## src/rtl/layer_pkg.sv

```systemverilog
// Shared types and helpers for the layer sequencer and its handshake fan-out.
package layer_pkg;

    typedef logic signed [15:0] word_t;
    typedef logic [7:0]         byte_t;

    typedef enum logic [3:0] {
        IDLE,
        BCAST,
        COLLECT,
        OUT,
        DLOAD,
        DSEND,
        GATHER,
        SUM,
        ERR
    } layer_state_t;

    // Clamp a wide signed sum into the 16-bit signed range.
    function automatic word_t sat16(input logic signed [31:0] v);
        if (v > 32'sd32767)
            return 16'sh7fff;
        else if (v < -32'sd32768)
            return 16'sh8000;
        else
            return v[15:0];
    endfunction

endpackage

```

## src/rtl/handshake_fanout.sv

```systemverilog
// Broadcasts one latched payload to M ready/valid sinks; each sink's valid
// drops after its own transfer and the group reports done on the final one.
module handshake_fanout #(
    parameter int M = 2,
    parameter int W = 16
) (
    input  logic         clk,
    input  logic         rst_n,
    input  logic         i_load,
    input  logic [W-1:0] i_data,
    input  logic [M-1:0] i_ready,
    output logic [M-1:0] o_valid,
    output logic [W-1:0] o_data,
    output logic         o_done
);

    logic [M-1:0] r_pend;
    logic [W-1:0] r_data;

    always_ff @(posedge clk or negedge rst_n) begin
        if (!rst_n) begin
            r_pend <= '0;
            r_data <= '0;
        end else if (i_load) begin
            r_pend <= '1;
            r_data <= i_data;
        end else begin
            r_pend <= r_pend & ~i_ready;
        end
    end

    assign o_valid = r_pend;
    assign o_data  = r_data;
    // Mask is only non-zero while the owning state is active.
    assign o_done  = (r_pend != '0) && ((r_pend & ~i_ready) == '0);

endmodule

```

## src/rtl/layer_sequencer.sv

```systemverilog
// Layer sequencer: broadcasts an operand to M nodes, gathers their products,
// and in training distributes deltas and sums node feedback into an error vector.
module layer_sequencer
    import layer_pkg::*;
#(
    parameter int N = 2,
    parameter int M = 2
) (
    input  logic                        clock,
    input  logic                        reset,
    input  logic                        train,
    input  logic                        input_valid,
    output logic                        input_ready,
    input  byte_t [N-1:0]               input_data,
    output logic                        node_train,
    output logic [M-1:0]                operand_valid,
    input  logic [M-1:0]                operand_ready,
    output byte_t [N-1:0]               operand_data,
    input  logic [M-1:0]                product_valid,
    output logic [M-1:0]                product_ready,
    input  logic [M-1:0][15:0]          product_data,
    output logic                        output_valid,
    input  logic                        output_ready,
    output logic [M-1:0][15:0]          output_data,
    input  logic                        delta_in_valid,
    output logic                        delta_in_ready,
    input  logic [M-1:0][15:0]          delta_in_data,
    output logic [M-1:0]                delta_valid,
    input  logic [M-1:0]                delta_ready,
    output logic [M-1:0][15:0]          delta_data,
    input  logic [M-1:0]                feedback_valid,
    output logic [M-1:0]                feedback_ready,
    input  logic [M-1:0][N-1:0][15:0]   feedback_data,
    output logic                        error_valid,
    input  logic                        error_ready,
    output logic [N-1:0][15:0]          error_data
);

    localparam int AW = 16 + $clog2(M) + 1;
    localparam int CW = (M > 1) ? $clog2(M) : 1;
    localparam logic [CW-1:0] LAST = CW'(M - 1);

    layer_state_t r_state, w_next;

    logic                      r_train;
    logic [M-1:0]              r_pgot, r_fgot;
    logic [M-1:0][15:0]        r_prod;
    logic [M-1:0][N-1:0][15:0] r_fb;
    logic signed [AW-1:0]      r_acc [N];
    logic signed [AW-1:0]      w_acc_nxt [N];
    logic [CW-1:0]             r_cnt;
    logic [N-1:0][15:0]        r_err;

    logic         w_op_load, w_op_done, w_dl_load, w_dl_done;
    logic [M-1:0] w_ptake, w_ftake;

    assign input_ready    = (r_state == IDLE);
    assign delta_in_ready = (r_state == DLOAD);
    assign output_valid   = (r_state == OUT);
    assign error_valid    = (r_state == ERR);
    assign product_ready  = (r_state == COLLECT) ? ~r_pgot : '0;
    assign feedback_ready = (r_state == GATHER)  ? ~r_fgot : '0;
    assign w_ptake        = product_valid & product_ready;
    assign w_ftake        = feedback_valid & feedback_ready;
    assign w_op_load      = input_valid && input_ready;
    assign w_dl_load      = delta_in_valid && delta_in_ready;
    assign node_train     = r_train;
    assign output_data    = r_prod;
    assign error_data     = r_err;

    handshake_fanout #(.M(M), .W(N*8)) u_op_fanout (
        .clk     (clock),
        .rst_n   (reset),
        .i_load  (w_op_load),
        .i_data  (input_data),
        .i_ready (operand_ready),
        .o_valid (operand_valid),
        .o_data  (operand_data),
        .o_done  (w_op_done)
    );

    handshake_fanout #(.M(M), .W(M*16)) u_dl_fanout (
        .clk     (clock),
        .rst_n   (reset),
        .i_load  (w_dl_load),
        .i_data  (delta_in_data),
        .i_ready (delta_ready),
        .o_valid (delta_valid),
        .o_data  (delta_data),
        .o_done  (w_dl_done)
    );

    always_ff @(posedge clock or negedge reset) begin
        if (!reset) r_state <= IDLE;
        else        r_state <= w_next;
    end

    always_comb begin
        w_next = r_state;
        case (r_state)
            IDLE:    if (input_valid)                  w_next = BCAST;
            BCAST:   if (w_op_done)                    w_next = COLLECT;
            COLLECT: if (&(r_pgot | w_ptake))          w_next = OUT;
            OUT:     if (output_ready)                 w_next = r_train ? DLOAD : IDLE;
            DLOAD:   if (delta_in_valid)               w_next = DSEND;
            DSEND:   if (w_dl_done)                    w_next = GATHER;
            GATHER:  if (&(r_fgot | w_ftake))          w_next = SUM;
            SUM:     if (r_cnt == LAST)                w_next = ERR;
            ERR:     if (error_ready)                  w_next = IDLE;
            default:                                   w_next = IDLE;
        endcase
    end

    // Feedback is sign-extended before accumulation so the sum cannot wrap.
    always_comb begin
        for (int n = 0; n < N; n++)
            w_acc_nxt[n] = r_acc[n] + AW'($signed(r_fb[r_cnt][n]));
    end

    always_ff @(posedge clock or negedge reset) begin
        if (!reset) begin
            r_train <= 1'b0;
            r_pgot  <= '0;
            r_fgot  <= '0;
            r_prod  <= '0;
            r_fb    <= '0;
            r_cnt   <= '0;
            r_err   <= '0;
            for (int n = 0; n < N; n++) r_acc[n] <= '0;
        end else begin
            if (w_op_load) r_train <= train;

            if (r_state == COLLECT) begin
                r_pgot <= r_pgot | w_ptake;
                for (int m = 0; m < M; m++)
                    if (w_ptake[m]) r_prod[m] <= product_data[m];
            end else begin
                r_pgot <= '0;
            end

            if (r_state == GATHER) begin
                r_fgot <= r_fgot | w_ftake;
                r_cnt  <= '0;
                for (int n = 0; n < N; n++) r_acc[n] <= '0;
                for (int m = 0; m < M; m++)
                    if (w_ftake[m]) r_fb[m] <= feedback_data[m];
            end else begin
                r_fgot <= '0;
            end

            if (r_state == SUM) begin
                r_cnt <= r_cnt + 1'b1;
                for (int n = 0; n < N; n++) begin
                    r_acc[n] <= w_acc_nxt[n];
                    if (r_cnt == LAST) r_err[n] <= sat16(32'(w_acc_nxt[n]));
                end
            end
        end
    end

endmodule

```

## config.mk

```make
export PLATFORM = sky130hd
export DESIGN_NAME = layer_sequencer
export DESIGN_NICKNAME = d
export VERILOG_FILES = /design/src/rtl/layer_pkg.sv /design/src/rtl/handshake_fanout.sv /design/src/rtl/layer_sequencer.sv
export SDC_FILE = /design/constraint.sdc
export NUM_CORES = 1
export LEC_CHECK = 0
export BUFFER_PORTS_ARGS = -buffer_cell sky130_fd_sc_hd__buf_2
export CAP_MARGIN = 25
export CELL_PAD_IN_SITES_DETAIL_PLACEMENT = 2
export CELL_PAD_IN_SITES_GLOBAL_PLACEMENT = 2
export CORE_UTILIZATION = 34
export DETAILED_ROUTE_END_ITERATION = 8
export PLACE_DENSITY_LB_ADDON = 0.1
export SLEW_MARGIN = 40
export SYNTH_ARGS = -nofsm -noshare
export SYNTH_HDL_FRONTEND = slang
export SYNTH_SLANG_ARGS = --single-unit
```

## constraint.sdc

```tcl
create_clock -name clock -period 5 [get_ports clock]
set_input_delay 0.5 -clock clock [delete_from_list [all_inputs] [get_ports clock]]
set_output_delay 0.5 -clock clock [all_outputs]
set_load 0.01 [all_outputs]
```

# Yosys cells after proc, flatten, opt, wreduce, memory -nomap -nowiden
# Cells that the tools add are included.
# totals
register_bits	226
latch_bits	0
mem_bits_rw	0
rom_bits	0
in_bits	159
wordCells	99
memories	0
# op_classes
addsub	3
mul	0
div	0
order_cmp	5
n_eq_ne	17
shift	0
muxes	27
bitwise	10
reduce_logical	18
# op_table
cell	count
2-to-1 mux 36 bit	2
2-to-1 mux 16 bit	4
2-to-1 mux 32 bit	2
adder 18 x 16 -> 18 bit	2
greater-than comparator 18 x 16 -> 1 bit, second input constant	2
less-than comparator 18 x 16 -> 1 bit, second input constant	2
2-to-1 mux 4 bit	9
one-hot mux 4 bit (9 select lines)	1
equality test 4 x 3 -> 1 bit, second input constant	4
AND reduction 2 bit	7
2-to-1 mux 2 bit	6
inequality test 2 bit, second input constant	5
AND reduction 9 bit	1
bitwise AND 2 bit	4
equality test 4 x 2 -> 1 bit, second input constant	2
inequality test 2 x 1 -> 1 bit, second input constant	4
NOT 2 bit	4
nonzero test 2 bit	3
equality test 4 x 1 -> 1 bit, second input constant	1
equality test 4 bit, second input constant	1
logical AND 1 bit	4
logical NOT 2 bit	2
logical NOT 4 bit	1
OR 2 bit	2
other kinds (4)	5

# Longest topological paths before layout
# Gate-level depths: netlist (run 1).
# logic_depth
depth_word	7
depth_mapped	15

# Cells and area by module
# A second synthesis (run 1) with hierarchy kept.
# hier_totals
cells_unflattened	907
area_unflattened_um2	11053.1
# modules_own_cells
mod	instances	cells_each	area_per_inst_um2
layer_sequencer	1	789	8896.0
handshake_fanout at u_dl_fanout	1	76	1425.1
handshake_fanout at u_op_fanout	1	42	732.0

# Worst setup path before layout (run 1)
# Ideal clock, no wire load.
# synth_timing
kind	reg2reg
startpoint	reg r_cnt
endpoint	reg r_err, in the netlist error_data[3]
arrival_time_ns	3.540
t_required_ns	4.926
setup_slack_ns	1.386
stages_incl_launch_ff	16
path_buffers	3
synth_period_minus_slack_ns	3.614
path_cell_list	dfrtp_1 > clkbuf_1 > buf_1 > mux2_2 > ha_1 > inv_1 > fa_1 > and2b_1 > o31ai_1 > a211oi_2 > nor3b_1 > or3_1 > a311oi_2 > buf_4 > nor2_1 > o21ai_2
# synth_between
elab_chain_cells	6
elab_cells_between_ends	8
cone_classes	1 x add/sub; 2 x order compare; 4 x mux; 1 x reduce/logical
# synth_rtl
item	line	rtl
start: declaration	layer_sequencer.sv:51	logic [CW-1:0] r_cnt;
start signal: assignment	layer_sequencer.sv:152	r_cnt <= r_cnt + 1'b1;
2-to-1 mux 32 bit (2 in series)	n/a	
adder 18 x 16 -> 18 bit	layer_sequencer.sv:117	w_acc_nxt[n] = r_acc[n] + AW'($signed(r_fb[r_cnt][n]));
less-than comparator 18 x 16 -> 1 bit	layer_pkg.sv:23	else if (v < -32'sd32768)
2-to-1 mux 16 bit	layer_pkg.sv:23	
2-to-1 mux 16 bit	layer_pkg.sv:21	if (v > 32'sd32767)
end signal: indexed assignment	layer_sequencer.sv:155	if (r_cnt == LAST) r_err[n] <= sat16(32'(w_acc_nxt[n]));
end: declaration	layer_sequencer.sv:52	logic [N-1:0][15:0] r_err;
# Several ways; a longest one is shown, not always the timed one. The select of a mux whose other input is x is not followed.
# A chain may end at the register's enable or synchronous reset.

# Worst setup path in the final report (run 1)
# layout_timing
startpoint	reg r_cnt
endpoint	reg r_err, in the netlist error_data[9]
# The elaborated chain is that of the path after synthesis.

==> key figures, run 1 <==
STA
  – Tmin final: 3930 ps
  – Setup TNS: 0 ps
  – Achievable Freq: 255 MHz
  – Skew final: 7.46 ps
  – Slew Limit Headroom: 49.1%
  – Final worst path period share: 78.5%
  – PnR worst setup slack: 1070 ps
  – Final setup fails: 0
  – Measured slew at the worst slew-check pin: 762 ps
  – Slew Limit Fails: 0
  – Final hold viol count: 0
  – RSZ-0062 raised after global routing: no

CTS
  – CTS tree: built
  – Latest clock arrival within the worst-skew pair: 560 ps
  – Clock Sinks: 226
  – Root buf cell: clkbuf_16
  – CTS resizes: 0
  – H-tree Lvls: 1
  – CTS Buffer Depth: 3
  – Clock-pin slew on the worst setup and hold paths: 60 ps
  – CTS buffer count: 29

Floorplanning
  – Die span in y: 181 um
  – Die area: 32,800 um2
  – FP Rows: 65
  – Initial Util: 34.5%
  – IO Pins: 284
  – Core Region: 31,600 um2
  – Chip width: 181 um

Global routing
  – Total grt overflow: 0
  – Initial antenna violation count: 6
  – Vias in the first global route: 9,473
  – Largest net degree at the start of global routing: 114
  – Total GRT Usage: 21.3%
  – First-pass GRT wire length: 54,700 um

Logic synthesis
  – Syn nets: 1,097
  – Synth top area cells: dfrtp_1 (52%), mux2_2 (18%), ha_1 (3.9%)
  – Asr flop ratio synth: 100%
  – Most common cell in the netlist: dfrtp_1
  – Synth cell types: 66
  – Synth Instances: 902
  – Synth cell count leaders: dfrtp_1 (226), mux2_2 (176), nand2_1 (70), nor2_1 (52), a21oi_1 (43)
  – Mapped Area: 10,900 um2
  – Synthesis warning total: 0
  – Sequential area share after synthesis: 51.9%
  – Post-synth top area share: 51.9%
  – Main synth FF type: dfrtp_1
  – EDFF count, synth: 0
  – Post-synthesis register bit count: 226
  – Syn Area/Cell: 12.1 um2
  – Yosys top cell by area: dfrtp_1

Power and ir drop
  – PD cells: 777 nW/um2
  – Worst IR Drop VDD: 337 uV
  – Leak: 6.77 nW
  – Final Power: 10.7 mW

Setup path
  – CP Launch Type: flip-flop
  – Crit Path Category: flip-flop to flip-flop
  – Crit Reg-Reg Endpoint: error_data[9]
  – CP endpoint: error_data[9]
  – Crit path max fanout: 23
  – Flop-to-flop setup slack: 1070 ps
  – CP arrival: 4390 ps
  – Critical Path RT: 5470 ps
  – Worst r2r src: r_cnt
  – CP startpoint: r_cnt
  – Crit path capture type: flip-flop
  – Worst R2R Path Depth: 14

Route
  – 1st-pass router iterations: 4
  – DRT iter0 DRCs: 235
  – Routed vias/inst: 5.16
  – WL/cell: 21.3 um
  – DRT Wirelength: 34,400 um
  – DR vias: 8,323
  – DRC errors left: 0
  – Post-route ant nets: 0

Final layout
  – Fraction of layout cells with a size suffix above 1: 46.4%
  – Layout area overhead: 26.9%
  – Final core utilization: 43.8%
  – Final Non-Filler Cells: 1,614
  – Final #Nets: 1,380

Placed design
  – HPWL Detailed: 25,800 um
  – Pre-CTS WS: 1030 ps
  – Post-Place Cells: 1,555
  – RePlAce Congestion: 0.792
  – Port Buffer Count: 283

Job
  – Max_cap viols: 0

Worst hold path
  – Hold Crit Class: input pin to flip-flop

Outcome
  – Status: finished clean
## registers in the layout (all words and copies together) (netlist names), 2 cells and up
signal / count
error_data: 32
output_data: 32
r_acc: 36
r_fb: 64
r_fgot: 2
r_pgot: 2
r_state: 4
u_dl_fanout.o_data: 32
u_dl_fanout.o_valid: 2
u_op_fanout.o_data: 16
u_op_fanout.o_valid: 2
## cell type report
class                      count  area, um2
fill                        3270      17700
sequential                   226       5660
timing repair buffer         291       1520
tap                          402        503
antenna                        4       10.0
clock buffer                  37        816
inverter                      21       78.8
clock inverter                17        209
multi-input combinational    616       5030
## cell families (layout without fill, tap and decap cells)
| family | count (synthesis) | count (layout) | share of synthesized area, % |
|---|---|---|---|
| buf+inv | 60 | 366 | 2.32 |
| fa+ha+maj | 36 | 36 | 4.27 |
| other cells | 0 | 4 | 0 |
| flops | 226 | 226 | 51.9 |
| simple gates | 174 | 174 | 7.07 |
| xor+xnor | 26 | 26 | 2.16 |
| compound gates | 199 | 199 | 13.6 |
| mux | 181 | 181 | 18.7 |
## power by group
group	switching (mW)	internal [mW]
logic	3.05	2.27
registers	0.537	2.67
clock network	0.853	1.36
total	4.44	6.30
## how the worst min path moves through the flow
stage,depth (start not counted),from,end,slack (ps)
finish,2,delta_ready[1],u_dl_fanout.o_valid[1],140
global route,2,delta_ready[1],u_dl_fanout.o_valid[1],130
CTS,2,delta_ready[1],u_dl_fanout.o_valid[1],110
detailed placement,2,error_data[19],error_data[19],470
global placement,2,error_data[4],error_data[4],460
floorplan,0,reset,error_data[0],200
## per-stage QoR
| step | instance area [um2] | hold slack, ps |
|---|---|---|
| final | 13800 | 136 |
| after global routing | 13800 | 133 |
| after CTS | 13800 | 107 |
| after detailed placement | 12800 | 467 |
| after global placement | 12700 | 460 |
| after floorplan | 10900 | 204 |
## critical path, cell delays in order, from the launching register on
cell,delay [ps]
dfrtp_2,710
buf_4,370
mux2_2,210
ha_1,210
inv_1,70
fa_1,390
and2b_1,250
o31ai_1,100
a211oi_2,280
nor3b_1,100
or3_1,380
a311oi_2,270
buf_4,250
nor2_1,70
o21ai_0,180
## what timing repair did
item,CTS,global route
hold buffers,1,0
hold endpoints to repair,61,0
buffers inserted,0,0
## placed cells by master, fill, tap and decap left out, types with 4 or more instances in the layout
cell       count
o211ai_1       5
xnor2_1       16
clkbuf_8       6
a21oi_1       43
a22o_1        31
bufinv_16      4
clkinv_2      10
nand2_1       65
o21a_1         8
a21o_1        12
o22ai_1        4
o21ai_2       10
o31ai_1        5
dfrtp_1      225
diode_2        4
o31ai_2       10
nor2_1        51
or3_1          4
mux2_2       176
clkbuf_16     29
and3_1         4
nand3_1        9
xor2_1         9
o21bai_1       4
ha_1          34
nor3_1        11
buf_2        282
inv_1         21
buf_4          5
o21ai_0       37
mux2i_1        5
nor2b_1        6
## per-layer routing
layer | up-vias | track usage [%] | share of wire (%)
li1 | 3834 | - | -
met1 | 4214 | 27.9 | 45
met2 | 221 | 34.7 | 46
met3 | 50 | 5.54 | 6.5
met4 | 4 | 5.93 | 2.6
met5 | - | 0 | 0.078
Note: power is estimated with default switching activity, not from simulation.
==> run 2: changes to the inputs <==
ABC_AREA = 1   (was default)
CORE_UTILIZATION = 31   (was 34)
clock period = 3.7 ns   (was 5 ns; I/O delays follow)
==> run 2 against run 1 <==
Register-to-register slack got worse by 500 ps. Non-clock buffer count increased by 55. Combinational power increased by 22%. Core utilization decreased by 2.8 points. Hold slack got worse by 110 ps. Clock skew decreased by 0.72 ps. Clock-buffer cell count increased by 4. Via count increased by 24%. Largest cell class unchanged. Largest power group unchanged.
==> key figures, run 2 <==
Final layout
  – Fraction of layout cells with a size suffix above 1: 24.3%
  – Most frequent cells in the layout: nand2_1 (703), buf_2 (282), dfrtp_1 (226), inv_1 (89), dlygate4sd3_1 (50)
  – Top flop regs: r_fb: 64 flops, r_acc: 36 flops
  – Final Non-Filler Cells: 2,184
  – Final core utilization: 41.0%
  – Flip-flop count of the largest register after layout: 64
  – Fill count: 4,170
  – Final #Nets: 1,892
  – Commonest non-fill, non-tap cell in the layout: nand2_1
  – Register with the most flip-flops: r_fb
  – Layout area overhead: 30.0%

Logic synthesis
  – Most common cell in the netlist: nand2_1
  – Yosys top cell by area: dfrtp_1
  – Sequential area share after synthesis: 50.4%
  – Post-synthesis register bit count: 226
  – Mapped Area: 11,200 um2
  – Synth top area cells: dfrtp_1 (50%), nand2_1 (24%), mux2_2 (4.9%)
  – EDFF count, synth: 0
  – Synth Instances: 1,366
  – Synthesis warning total: 0
  – Syn Area/Cell: 8.21 um2
  – Post-synth top area share: 50.4%
  – Syn nets: 1,561
  – Synth cell count leaders: nand2_1 (703), dfrtp_1 (226), inv_1 (91), mux2_2 (49), nor2_1 (40)
  – Synth cell types: 35
  – Main synth FF type: dfrtp_1
  – Asr flop ratio synth: 100%

STA
  – Measured slew at the worst slew-check pin: 747 ps
  – Achievable Freq: 320 MHz
  – Final setup fails: 0
  – Min Hold Slack: 25.6 ps
  – Tmin final: 3120 ps
  – Final worst path period share: 84.4%
  – RSZ-0062 raised after global routing: no
  – Final hold viol count: 0
  – Skew final: 6.74 ps
  – Slew Limit Headroom: 50.0%
  – Setup TNS: 0 ps
  – Slew Limit Fails: 0

Power and ir drop
  – Leak: 8.31 nW
  – Sequential Power Share: 31.6%
  – Final Power: 13.5 mW
  – Worst IR Drop VDD: 478 uV
  – PD cells: 925 nW/um2
  – Clock power share: 20.1%
  – P_sw: 5.95 mW
  – Power share of the combinational group: 48.3%
  – Sw frac: 44.1%
  – Int Pwr: 7.54 mW

Setup path
  – Crit Path Category: flip-flop to flip-flop
  – CP arrival: 3620 ps
  – Critical Path Most Common Cell: nand2_1
  – Crit path capture type: flip-flop
  – Critical Path RT: 4200 ps
  – Largest stage delay on the critical path: 410 ps
  – Crit path max fanout: 32
  – CP Cell Sequence: buf_4, nand2_1, nand2_1, ha_1, inv_1, fa_1, inv_1, nand2_1, nand2_1, nand3_1, nand2_1, nand2_1, nand2_1, nand2_1, nand2_1, nand2_1, nand2_1, nand2_1, nand2_1, nand2_1, nand2_1
  – Worst R2R Path Depth: 21
  – Slowest stage cell, crit path: fa_1
  – CP Launch Type: flip-flop

Route
  – DRT Wirelength: 41,100 um
  – Post-route ant nets: 0
  – DR vias: 10,340
  – 1st-pass router iterations: 4
  – WL/cell: 18.8 um
  – DRC errors left: 0
  – Routed vias/inst: 4.73
  – DRT iter0 DRCs: 337

Floorplanning
  – Die span in y: 192 um
  – Core Region: 35,600 um2
  – FP Rows: 69
  – Die area: 36,900 um2
  – IO Pins: 284
  – Chip width: 192 um
  – Initial Util: 31.5%

Global routing
  – First-pass GRT wire length: 65,100 um
  – Total grt overflow: 0
  – Vias in the first global route: 11,815
  – Largest net degree at the start of global routing: 57
  – Total GRT Usage: 22.7%
  – Initial antenna violation count: 12

Placed design
  – Post-Place Cells: 2,079
  – HPWL Detailed: 30,400 um
  – Port Buffer Count: 283
  – RePlAce Congestion: 0.803

CTS
  – Root buf cell: clkbuf_16
  – Clock Sinks: 226
  – CTS Buffer Depth: 3
  – Latest clock arrival within the worst-skew pair: 560 ps
  – CTS resizes: 0
  – CTS buffer count: 27
  – Clock-pin slew on the worst setup and hold paths: 60 ps
  – H-tree Lvls: 1
  – CTS tree: built

Worst hold path
  – Worst hold path depth: 3
  – Hold Crit Class: input pin to flip-flop

Outcome
  – Status: finished clean

Job
  – Max_cap viols: 0
run 2: changes by cell type after synthesis, moves of 10 or more:
cell     previous run  this run
a21oi_1            43        32
o31ai_2            10         0
o21ai_0            37        18
inv_1              21        91
a21o_1             12         0
o21ai_2            10         0
mux2_2            176        49
nand3_1             9        22
nor2_1             52        40
nand2_1            70       703
run 2: kinds of logic after synthesis:
family,synth area share [%]
fa+ha+maj,4.15
simple gates,28.3
compound gates,5.29
flops,50.4
mux,4.92
xor+xnor,1.87
buf+inv,5.04
run 2: cell type report:
cell class / count / area, um2 / share of cell area [%]
clock buffers: 41 / 818 / 5.61
multi-input cells: 1000 / 5000 / 34.3
diodes: 5 / 12.5 / 0.0858
inverters: 96 / 360 / 2.47
flip-flops and latches: 226 / 5660 / 38.8
repair buffers: 346 / 2070 / 14.2
clock inverters: 9 / 90.1 / 0.618
well taps: 461 / 577 / 3.96
run 2: what timing repair did:
item	CTS	global route
endpoints found under the hold margin	103	0
buffers inserted	0	0
hold buffers	50	0
run 2: metrics by stage:
stage | setup WS [ps] | cell area [um2]
4_1_cts | 444 | 14600
3_5_place_dp | 474 | 13200
5_1_grt | 125 | 14600
6_report | 577 | 14600
3_3_place_gp | 603 | 13100
2_1_floorplan | 983 | 11200
run 2: final timing paths:
path	startpoint	to	slack, ps
min in group asynchronous	reset	error_data[21]	320
worst max register to register	r_cnt	error_data[11]	580
worst max-delay path	r_cnt	error_data[11]	580
worst min register to register	r_fb[48]	r_fb[48]	470
worst min-delay path	feedback_data[40]	r_fb[40]	30
max in group asynchronous	reset	r_cnt	2300
run 2: metal layers:
| metal | GRT usage (%) | part of all wire (%) | vias up |
|---|---|---|---|
| met1 | 27.0 | 42 | 5116 |
| li1 | - | - | 4933 |
| met5 | 0 | 0.17 | - |
| met2 | 40.5 | 50 | 226 |
| met4 | 3.97 | 1.5 | 10 |
| met3 | 6.50 | 6.5 | 55 |
run 2: power groups by stage:
| stage | Combinational [mW] | Sequential, mW | Clock [mW] |
|---|---|---|---|
| global placement | 6.30 | 4.24 | 0 |
| global route | 7.38 | 4.39 | 2.88 |
| detailed placement | 6.51 | 4.28 | 0 |
| finish | 6.51 | 4.26 | 2.72 |
| CTS | 6.62 | 4.27 | 2.80 |
| floorplan | 4.05 | 4.40 | 0 |
run 2: worst max-delay path, delay by kind of cell, from the launching register on:
kind / cells / cell delay, ps
buf+inv: 3 / 480
flops: 1 / 350
fa+ha+maj: 2 / 630
simple gates: 16 / 1600
==> run 3: changes to the inputs <==
CORE_UTILIZATION = 28   (was 31)
clock period = 2.8 ns   (was 3.7 ns; I/O delays follow)
==> run 3 against run 2 <==
Final area rose by 12%. Sequential share of layout area fell by 4.0 points. Routed wire length rose by 12%. Non-clock buffer count rose by 126. Sequential power rose by 35%. Final cell count rose by 8.3%. Hold slack improved by 140 ps. First-iteration DRC count fell by 5.0%. Die area rose by 11%. Worst setup slack got worse by 430 ps. Fmax rose by 17%. Largest power group unchanged.
==> key figures, run 3 (synthesized netlist as in run 2, its figures left out) <==
Outcome
  – Status: finished clean

Final layout
  – Most frequent cells in the layout: nand2_1 (686), buf_2 (282), dfrtp_1 (225), dlygate4sd3_1 (151), inv_1 (88)
  – Fraction of layout cells with a size suffix above 1: 27.2%
  – Fill count: 4,419
  – Commonest non-fill, non-tap cell in the layout: nand2_1
  – Layout area overhead: 45.1%
  – Flip-flop count of the largest register after layout: 64
  – Top flop regs: r_fb: 64 flops, r_acc: 36 flops
  – Register with the most flip-flops: r_fb
  – Final #Nets: 2,021
  – Storage cell area: 5660 um2
  – Design area: 16,300 um2
  – Final core utilization: 41.6%
  – Multi-input gate area: 5360 um2

Power and ir drop
  – Leak: 8.89 nW
  – Worst IR Drop VDD: 605 uV
  – Final Power: 19.4 mW
  – PD cells: 1190 nW/um2

Floorplanning
  – IO Pins: 284
  – Initial Util: 28.7%
  – Core Region: 39,100 um2
  – Chip width: 202 um
  – Die span in y: 202 um
  – Die area: 40,900 um2
  – FP Rows: 72

Global routing
  – Total GRT Usage: 22.4%
  – Vias in the first global route: 12,844
  – First-pass GRT wire length: 72,200 um
  – Initial antenna violation count: 8
  – Total grt overflow: 0
  – Largest net degree at the start of global routing: 62

STA
  – Setup TNS: 0 ps
  – Final hold viol count: 0
  – Skew final: 13.9 ps
  – Achievable Freq: 376 MHz
  – Slew Limit Headroom: 55.1%
  – Final setup fails: 0
  – Final worst path period share: 94.9%
  – Tmin final: 2660 ps
  – Min Hold Slack: 166 ps
  – Slew Limit Fails: 0
  – Measured slew at the worst slew-check pin: 673 ps

Setup path
  – Crit path capture type: flip-flop
  – Critical Path Most Common Cell: nand2_1
  – Crit path max fanout: 8
  – Critical Path RT: 3310 ps
  – CP arrival: 3170 ps
  – Largest stage delay on the critical path: 460 ps
  – Slowest stage cell, crit path: dfrtp_2
  – Crit Path Category: flip-flop to flip-flop
  – CP Launch Type: flip-flop
  – CP Cell Sequence: buf_4, clkbuf_16, nand2_1, nand2_1, ha_1, nand2_1, nand2_1, o21bai_2, a21oi_1, nand2_1, nand2_1, nand2_2, inv_2, nand2_4, nand2_1, nand2_1, nand2_1

Route
  – Routed vias/inst: 4.60
  – DRC errors left: 0
  – DRT Wirelength: 46,000 um
  – Post-route ant nets: 0
  – DR vias: 10,879
  – WL/cell: 19.4 um
  – DRT iter0 DRCs: 320
  – 1st-pass router iterations: 4

CTS
  – Clock Sinks: 226
  – CTS buffer count: 28
  – Latest clock arrival within the worst-skew pair: 580 ps
  – H-tree Lvls: 1
  – CTS tree: built
  – Root buf cell: clkbuf_16
  – CTS Buffer Depth: 3
  – Clock-pin slew on the worst setup and hold paths: 60 ps

Job
  – Max_cap viols: 0

Placed design
  – Placed cell areas: 13,400 um2
  – HPWL Detailed: 30,400 um
  – RePlAce Congestion: 0.797
  – Port Buffer Count: 283

Worst hold path
  – Hold Crit Class: input pin to flip-flop
[run 3: cell type report]
cell class	instances	share of cell area (%)
Antenna cell	3	0.0461
Tap cell	518	3.98
Timing Repair Buffer	472	20.4
Sequential cell	226	34.8
Multi-Input combinational cell	1002	32.9
Clock buffer	42	4.94
Clock inverter	7	0.677
Inverter	96	2.25
[run 3: repair_timing]
item / CTS / global route
endpoints found under the setup margin: 15 / 32
cloned: 0 / 3
pin swaps: 0 / 4
hold buffers: 151 / 0
resized for setup: 3 / 79
buffers inserted: 0 / 4
endpoints found under the hold margin: 205 / 0
[run 3: where the power goes]
group | internal [mW] | switching [mW] | total (mW)
registers | 4.74 | 0.999 | 5.74
clock network | 2.16 | 1.50 | 3.66
logic | 3.94 | 6.04 | 9.97
[run 3: per-layer routing]
layer	part of all wire, %	routed length, um	vias to the layer above	global-route usage (%)
li1	-	-	5186	-
met2	50	23200	228	40.3
met3	5.8	2670	56	5.72
met1	42	19300	5399	27.0
met4	1.7	771	10	4.35
met5	0.13	62	-	0
[run 3: final timing paths]
kind	start	end	slack, ps	cells after the start
worst max-delay path	r_cnt	error_data[30]	140	17
min in group asynchronous	reset	error_data[23]	240	2
max in group asynchronous	reset	output_data[7]	1800	3
worst min register to register	error_data[28]	error_data[28]	470	2
worst max register to register	r_cnt	error_data[30]	140	17
worst min-delay path	feedback_valid[0]	r_fgot[0]	170	5
[run 3: per-stage QoR]
stage | setup WS (ps) | instances
2_1_floorplan | 83.0 | 1366
3_3_place_gp | 70.5 | 2156
3_5_place_dp | -25.8 | 2156
4_1_cts | 5.60 | 2356
5_1_grt | -27.7 | 2366
6_report | 142 | 2366
[run 3: worst max-delay path: cells and delay by family (launching register included)]
kind	cells	cell delay (ps)
and+or+nand+nor	11	920
DFF	1	460
buffers and inverters	3	460
AOI/OAI and AO/OA	2	390
adders and majority gates	1	360
